**src/rtl/branch_predictor.sv**
```systemverilog
// FETCH-side BEQ/BNE predictor: direct-mapped BTB with 2-bit saturating counters,
// a FETCH->DECODE pending prediction, and mispredict/redirect generation in DECODE.
module branch_predictor #(
  parameter int IDX_BITS = 4,
  parameter int PC_W     = 32,
  parameter int CNT_W    = 16
) (
  input  logic            clk,
  input  logic            rst,
  input  logic [PC_W-1:0] pcFETC,
  output logic            predTaken,
  output logic [PC_W-1:0] predTarget,
  input  logic            stall,
  input  logic            flush,
  input  logic            brDECO,
  input  logic            brTakenDECO,
  input  logic [PC_W-1:0] brTargetDECO,
  input  logic [PC_W-1:0] pcDECO,
  input  logic [PC_W-1:0] pcPlus4DECO,
  output logic            mispredict,
  output logic [PC_W-1:0] redirectPC,
  output logic [CNT_W-1:0] brCount,
  output logic [CNT_W-1:0] missCount
);

  localparam int ENTRIES = 1 << IDX_BITS;
  localparam int TAG_W   = PC_W - IDX_BITS - 2;

  logic              valid_q  [ENTRIES];
  logic [TAG_W-1:0]  tag_q    [ENTRIES];
  logic [PC_W-1:0]   target_q [ENTRIES];
  logic [1:0]        cnt_q    [ENTRIES];

  logic              pend_valid_q, pend_valid_d;
  logic              pend_taken_q, pend_taken_d;
  logic [PC_W-1:0]   pend_target_q, pend_target_d;
  logic [CNT_W-1:0]  br_count_q, br_count_d;
  logic [CNT_W-1:0]  miss_count_q, miss_count_d;

  logic [IDX_BITS-1:0] fetch_idx_s, dec_idx_s;
  logic [TAG_W-1:0]    fetch_tag_s, dec_tag_s;
  logic                fetch_hit_s, dec_hit_s, resolve_s, mispredict_s;

  logic              wr_en_s;
  logic              ent_valid_d;
  logic [TAG_W-1:0]  ent_tag_d;
  logic [PC_W-1:0]   ent_target_d;
  logic [1:0]        ent_cnt_d;

  logic unused_pc_bits_s;
  assign unused_pc_bits_s = ^{pcFETC[1:0], pcDECO[1:0]};

  assign fetch_idx_s = pcFETC[IDX_BITS+1:2];
  assign fetch_tag_s = pcFETC[PC_W-1:IDX_BITS+2];
  assign dec_idx_s   = pcDECO[IDX_BITS+1:2];
  assign dec_tag_s   = pcDECO[PC_W-1:IDX_BITS+2];
  assign fetch_hit_s = valid_q[fetch_idx_s] && (tag_q[fetch_idx_s] == fetch_tag_s);
  assign dec_hit_s   = valid_q[dec_idx_s] && (tag_q[dec_idx_s] == dec_tag_s);
  assign resolve_s   = !stall && pend_valid_q;

  always_comb begin
    predTaken  = fetch_hit_s && cnt_q[fetch_idx_s][1];
    predTarget = predTaken ? target_q[fetch_idx_s] : {PC_W{1'b0}};
  end

  // Resolution: wrong direction, wrong target, or a taken prediction on a non-branch.
  always_comb begin
    mispredict_s = resolve_s &&
                   ((brDECO && (brTakenDECO != pend_taken_q)) ||
                    (brDECO && brTakenDECO && pend_taken_q && (pend_target_q != brTargetDECO)) ||
                    (!brDECO && pend_taken_q));
    mispredict   = mispredict_s;
    if (!mispredict_s) begin
      redirectPC = {PC_W{1'b0}};
    end else if (brDECO && brTakenDECO) begin
      redirectPC = brTargetDECO;
    end else begin
      redirectPC = pcPlus4DECO;
    end
  end

  always_comb begin
    wr_en_s      = 1'b0;
    ent_valid_d  = valid_q[dec_idx_s];
    ent_tag_d    = tag_q[dec_idx_s];
    ent_target_d = target_q[dec_idx_s];
    ent_cnt_d    = cnt_q[dec_idx_s];
    if (resolve_s && brDECO) begin
      if (dec_hit_s) begin
        wr_en_s = 1'b1;
        if (brTakenDECO) begin
          ent_target_d = brTargetDECO;
          ent_cnt_d    = (cnt_q[dec_idx_s] == 2'b11) ? 2'b11 : cnt_q[dec_idx_s] + 2'b01;
        end else begin
          ent_cnt_d    = (cnt_q[dec_idx_s] == 2'b00) ? 2'b00 : cnt_q[dec_idx_s] - 2'b01;
        end
      end else if (brTakenDECO) begin
        wr_en_s      = 1'b1;
        ent_valid_d  = 1'b1;
        ent_tag_d    = dec_tag_s;
        ent_target_d = brTargetDECO;
        ent_cnt_d    = 2'b10;
      end else begin
        wr_en_s = 1'b0;
      end
    end else if (resolve_s && pend_taken_q) begin
      // Alias: a non-branch hit a taken entry, so drop that entry.
      wr_en_s     = 1'b1;
      ent_valid_d = 1'b0;
    end else begin
      wr_en_s = 1'b0;
    end
  end

  always_comb begin
    pend_valid_d  = pend_valid_q;
    pend_taken_d  = pend_taken_q;
    pend_target_d = pend_target_q;
    if (flush) begin
      pend_valid_d  = 1'b0;
      pend_taken_d  = 1'b0;
      pend_target_d = {PC_W{1'b0}};
    end else if (!stall) begin
      pend_valid_d  = 1'b1;
      pend_taken_d  = predTaken;
      pend_target_d = predTarget;
    end else begin
      pend_valid_d  = pend_valid_q;
    end
  end

  always_comb begin
    br_count_d   = br_count_q;
    miss_count_d = miss_count_q;
    if (resolve_s && brDECO && (br_count_q != {CNT_W{1'b1}})) begin
      br_count_d = br_count_q + {{(CNT_W-1){1'b0}}, 1'b1};
    end else begin
      br_count_d = br_count_q;
    end
    if (mispredict_s && (miss_count_q != {CNT_W{1'b1}})) begin
      miss_count_d = miss_count_q + {{(CNT_W-1){1'b0}}, 1'b1};
    end else begin
      miss_count_d = miss_count_q;
    end
  end

  assign brCount   = br_count_q;
  assign missCount = miss_count_q;

  always_ff @(posedge clk) begin
    if (rst) begin
      for (int i = 0; i < ENTRIES; i++) begin
        valid_q[i]  <= 1'b0;
        tag_q[i]    <= {TAG_W{1'b0}};
        target_q[i] <= {PC_W{1'b0}};
        cnt_q[i]    <= 2'b01;
      end
      pend_valid_q  <= 1'b0;
      pend_taken_q  <= 1'b0;
      pend_target_q <= {PC_W{1'b0}};
      br_count_q    <= {CNT_W{1'b0}};
      miss_count_q  <= {CNT_W{1'b0}};
    end else begin
      if (wr_en_s) begin
        valid_q[dec_idx_s]  <= ent_valid_d;
        tag_q[dec_idx_s]    <= ent_tag_d;
        target_q[dec_idx_s] <= ent_target_d;
        cnt_q[dec_idx_s]    <= ent_cnt_d;
      end
      pend_valid_q  <= pend_valid_d;
      pend_taken_q  <= pend_taken_d;
      pend_target_q <= pend_target_d;
      br_count_q    <= br_count_d;
      miss_count_q  <= miss_count_d;
    end
  end

endmodule

```
**config.mk**
```make
export PLATFORM = sky130hd
export DESIGN_NAME = branch_predictor
export DESIGN_NICKNAME = d
export VERILOG_FILES = /design/src/rtl/branch_predictor.sv
export SDC_FILE = /design/constraint.sdc
export NUM_CORES = 2
export LEC_CHECK = 0
export CAP_MARGIN = 0
export CORE_ASPECT_RATIO = 0.8
export CORE_UTILIZATION = 60
export CTS_CLUSTER_SIZE = 16
export DETAILED_ROUTE_END_ITERATION = 6
export PLACE_DENSITY_LB_ADDON = 0.3
export RECOVER_POWER = 50
export SLEW_MARGIN = 20
export SYNTH_ARGS = -nofsm -noshare
export SYNTH_HDL_FRONTEND = slang
export SYNTH_SLANG_ARGS = --single-unit
```
**constraint.sdc**
```tcl
create_clock -name clk -period 12.5 [get_ports clk]
set_input_delay 2.5 -clock clk [delete_from_list [all_inputs] [get_ports clk]]
set_output_delay 2.5 -clock clk [all_outputs]
set_load 0.01 [all_outputs]
```
-- Word-level counts from Yosys, hierarchy flattened
Memory sizes are Yosys's and may differ from the RTL's.
Cells that the tools add are included.
- flip-flop bits (word level): 66
- bits in writable memories: 976
- bits of input ports: 134
- output and inout port bits: 98
- logic and storage cells: 86
- memories kept: 4
- memory list (name ; words ; bits a word ; rd ports ; clocked after memory_dff ; write ports ; line ; source):
    target_q ; 16 ; 32 ; 1 ; 0 ; 16 ; 31 ; logic [PC_W-1:0] target_q [ENTRIES];
    tag_q ; 16 ; 26 ; 2 ; 0 ; 16 ; 30 ; logic [TAG_W-1:0] tag_q [ENTRIES];
    cnt_q ; 16 ; 2 ; 2 ; 0 ; 16 ; 32 ; logic [1:0] cnt_q [ENTRIES];
    valid_q ; 16 ; 1 ; 2 ; 0 ; 16 ; 29 ; logic valid_q [ENTRIES];
- $add $sub $neg: 4
- equal/unequal tests: 9
- muxes and demuxes: 39
- reductions and logical operators: 25
- operator list (kind ; number):
    $mux 32 ; 6
    $mux 26 ; 4
    $eq 26x26->1 ; 2
    $add 16x1->16 const B ; 2
    $ne 16x16->1 const B ; 2
    $ne 32x32->1 ; 1
    $reduce_or 32->1 ; 1
    $reduce_or 26->1 ; 1
    $mux 1 ; 18
    $mux 4 ; 4
    $logic_and 1x1->1 ; 14
    $mux 2 ; 7
    $reduce_or 2->1 ; 2
    $reduce_and 3->1 ; 1
    $add 2x1->2 const B ; 1
    $eq 2x2->1 const B ; 1
    $logic_not 1->1 ; 2
    $logic_not 2->1 ; 1
    $logic_or 1x1->1 ; 2
    $ne 2x2->1 const B ; 1
    $sub 2x1->2 const B ; 1
    $ne 1x1->1 ; 1
    $ne 1x1->1 const B ; 1
    $reduce_or 1->1 ; 1

-- Logic depth before layout (Yosys ltp)
- word-level depth: 11
- depth in mapped cells: 17
- mapped depth without buffers: 10

-- Worst setup path before layout
Ideal clock, no wire load.
- path type: input port to output port
- start: input pcFETC[2]
- end: output predTarget[0]
- data arrival time: 5.422 ns
- required time: 10.000 ns
- slack: 4.578 ns
- stages on the path: 11
- path buffers: 4
- cells stage by stage: clkbuf_1 -> buf_2 -> buf_1 -> mux4_2 -> mux4_2 -> xnor2_1 -> nand3_1 -> nor3_1 -> nand4_1 -> clkbuf_1 -> nor2_1
- longest elaborated chain between the ends: 5
- elaborated cells between the ends (all ways): 8
- classes of those cells: 1 x eq/ne; 1 x mux; 2 x reduce/logical; 4 x memory
- RTL lines (what ; line ; source):
    start: declaration ; 10 ; input logic [PC_W-1:0] pcFETC,
    $mem_v2 16x26 ; -- ;
    $eq 26x26->1 ; 57 ; assign fetch_hit_s = valid_q[fetch_idx_s] && (tag_q[fetch_idx_s] == fetch_tag_s);
    $logic_and 1x1->1 ; 57 ;
    $logic_and 1x1->1 ; 62 ; predTaken = fetch_hit_s && cnt_q[fetch_idx_s][1];
    $mux 32 (*) ; 63 ; predTarget = predTaken ? target_q[fetch_idx_s] : {PC_W{1'b0}};
    end: declaration ; 12 ; output logic [PC_W-1:0] predTarget,
Mark *: on every way between the ends. The rest lies on a longest branch, timed or not.

==> impl_results.rst <==
.. list-table::
   :header-rows: 1

   * - Metric
     - Value
   * - Count of warnings emitted by yosys
     - 0
   * - Unrepaired setup endpoints after global routing
     - no
   * - Critical Path Source
     - pcDECO[5]
   * - Power dissipated by switching net loads
     - 0.00190 W
   * - CTS Hold Buffers Added
     - 0
   * - Slew at the pin closest to its max-slew limit
     - 3620 ps
   * - Cell area after synthesis
     - about 52000 µm²
   * - Die ar.
     - 87700 µm²
   * - Vias in the first global route
     - approximately 34000
   * - Worst VDD drop
     - 106 µV
   * - Area of the multi-input gates
     - 19800 µm²
   * - Static leakage
     - 20.1 nW
   * - Residual antenna-violating net count after detailed routing
     - 0
   * - Congestion Overflow GR
     - 0
   * - Die width
     - 331 µm
   * - Fillers
     - 5796
   * - Share of power burned in registers
     - 50.4%
   * - Number of sinks driven by the clock tree
     - between 1000 and 1500
   * - Deepest clock path buffer count
     - 3
   * - Max FO, Critical Path
     - 53
   * - Clock buffers created by TritonCTS
     - 101
   * - Number of synthesized register bits
     - 1042
   * - Final weighted congestion in routability-driven placement
     - 0.960
   * - Drt wl/cell
     - between 30 and 40 µm
   * - Run status
     - finished, violations left
   * - Final min period
     - 11090 ps
   * - Number of max-capacitance violations reported
     - 32
   * - I/O Pins
     - around 230
   * - Worst hold margin
     - 473 ps
   * - Initial antenna violation count
     - 8
   * - Kind of end point of the critical path
     - flip-flop
   * - H-Tree Depth
     - 3
   * - Comb pwr share
     - between 10 and 15%
   * - Fraction of power consumed by the clock network
     - 39.5%
   * - Number of pins exceeding their max-slew limit in the final report
     - 1080
   * - Classification of the worst-slack hold path
     - reg2reg
   * - Via density per instance
     - 6.87
   * - Share of async-settable or async-resettable flops after synthesis
     - 0%
   * - DRC violation count after routing
     - 0
   * - Total setup violations reported at the end of the flow
     - 0
   * - Post-CTS Setup Bufs
     - 0
   * - Power density cells
     - 135 nW/µm²
   * - Hpwl dp
     - between 80 and 90 mm
   * - Initial core utilization
     - 60.6%
   * - Launch point of the worst hold path
     - pend_target_q[8]
   * - Clock transition at the register clock pins on the worst setup and hold paths after CTS
     - 60 ps
   * - Initial DRC Count
     - 5750
   * - Post-layout power
     - 0.00786 W
   * - Sequential area share after synthesis
     - about 60%
   * - Die Y
     - around 270 µm
   * - Leading cell type in the layout, fill and taps excluded
     - edfxtp_1
   * - Worst R2R Start
     - pend_valid_q
   * - Post-Synthesis Mean Instance Area
     - 13.7 µm²
   * - Failing checks
     - max-capacitance violations, max-slew violations
   * - Reg area
     - 30600 µm²
   * - Post-synth EDFFs
     - ~1000
   * - Total negative slack
     - 0 ps
   * - Synthesized instance count
     - 3777
   * - Final worst-path cycle share
     - 88.7%
   * - Clk_lat worst skew
     - 690 ps
   * - Crit Path Category
     - in2reg
   * - Critical path data arrival time
     - 11390 ps
   * - Net Sw Frac
     - 24.2%
   * - Core footprint
     - 85800 µm²
   * - CTS root buf
     - clkbuf_16
   * - Wire length of the first global-routing pass
     - 227 mm
   * - Detailed-routing iteration count for the pre-antenna-repair pass
     - 7
   * - Endpoints failing hold
     - 0
   * - Launching element type of the critical path
     - input port
   * - GRT Util Overall
     - 36.0%
   * - Clock Skew
     - 28.3 ps
   * - Highest clock rate
     - 90.1 MHz
   * - Main flop type after synthesis
     - edfxtp_1
   * - Clock tree from TritonCTS
     - built
   * - Synthesized netlist net count
     - slightly below 4000
   * - Pin count of the biggest net entering global routing
     - between 80 and 90
   * - Required time of the worst setup path
     - 12800 ps
   * - Wire length reported by the detailed router
     - 157 mm
   * - Number of standard-cell rows in the floorplan
     - 96
   * - Final-stage net count
     - between 4000 and 5000
   * - Commonest cells after routing, fill and taps aside
     - 976 x edfxtp_1, 762 x nor2_1, 360 x mux4_2
   * - Number of distinct library cells after synthesis
     - 73
   * - Area added between synthesis and finish
     - 12.0%
   * - Fraction of final layout cells sized beyond drive strength 1
     - 17.7%
   * - Routed via count
     - 35000
   * - # port buffers
     - 227
   * - Cell Int Power
     - 0.00596 W
   * - Slew HR
     - -141%
   * - CTS resizes
     - 0
## routing by layer
layer  track usage [%]  routed length [µm]  up-vias  part of all wire [%]
li1                  -                   -    14200                     -
met1              50.4               55700    17300                    35
met2              53.9               69900     2977                    45
met3              10.4               24200      499                    15
met4              13.4                6940       10                   4.4
met5                 0                  67        -                 0.043
## power by group through the flow
stage	registers [W]	logic (W)	clock network [W]
4_1_cts	0.00395	0.000778	0.00310
5_1_grt	0.00396	0.000822	0.00323
3_5_place_dp	0.00402	0.000772	0
2_1_floorplan	0.00400	0.000510	0
6_report	0.00396	0.000797	0.00310
3_3_place_gp	0.00402	0.000765	0
## path summary, 6_finish.rpt
kind | to | slack (ps) | cells after the start
worst max-delay path | tag_q[12][13] | 1410 | 11
worst min-delay path | pend_target_q[8] | 470 | 2
worst max register to register | target_q[4][10] | 5630 | 8
worst min register to register | pend_target_q[8] | 470 | 2
## synth_stat cells (46+ instances only)
cell type,count,area share (%)
and2_1,330,4.0
mux4_2,360,16
buf_2,77,0.74
a21oi_1,78,0.75
xnor2_1,46,0.78
clkbuf_1,175,1.3
nor2_1,768,5.6
mux2i_1,118,2.3
dfxtp_1,66,2.5
mux2_2,51,1.1
edfxtp_1,976,56
nand2_1,203,1.5
xor2_1,60,1.0
o21ai_0,63,0.61
## critical path, cell delays in order
cell and delay (ps):
buf_4 300, clkbuf_1 2450, nor2_1 940, a22oi_1 410, nand2_1 200, xnor2_1 410
o21ai_0 270, nor4b_1 980, a41o_2 720, nand3_2 1090, nand2b_4 1080
## state kept, by name, indices dropped and copies added, names as in the netlist
| register | count |
|---|---|
| target_q | 512 |
| tag_q | 416 |
| cnt_q | 32 |
| pend_target_q | 32 |
| brCount | 16 |
| missCount | 16 |
| valid_q | 16 |
| pend_taken_q | 1 |
| pend_valid_q | 1 |
## per-stage QoR
step / instances / setup WS [ps] / util (%) / cell area [µm²]
finish: 5088 / 1410 / 67.8 / 58200
global route: 5086 / 1460 / 67.8 / 58200
CTS: 5083 / 2820 / 67.9 / 58300
detailed placement: 4893 / 2860 / 64.1 / 55000
global placement: 4893 / 2800 / 64.1 / 55000
floorplan: 3777 / 4580 / - / 51900
## kinds of logic after synthesis
group,count (synthesis),share of synthesized area [%]
AOI/OAI and AO/OA,244,2.99
and+or+nand+nor,1484,13.3
xor gates and xnor gates,106,1.79
adders and majority gates,2,0.0482
muxes,549,19.9
DFF,1042,59.0
buffers and inverters,350,3.08
## area by class of cell
cell class	instances	share of cell area [%]
inverters	24	0.155
diodes	2	0.00860
flip-flops and latches	1042	52.7
clock buffers	139	4.87
well taps	1127	2.42
clock inverters	51	0.811
repair buffers	318	5.00
multi-input cells	2385	34.1
No activity file was read; power rests on OpenSTA's default activity.
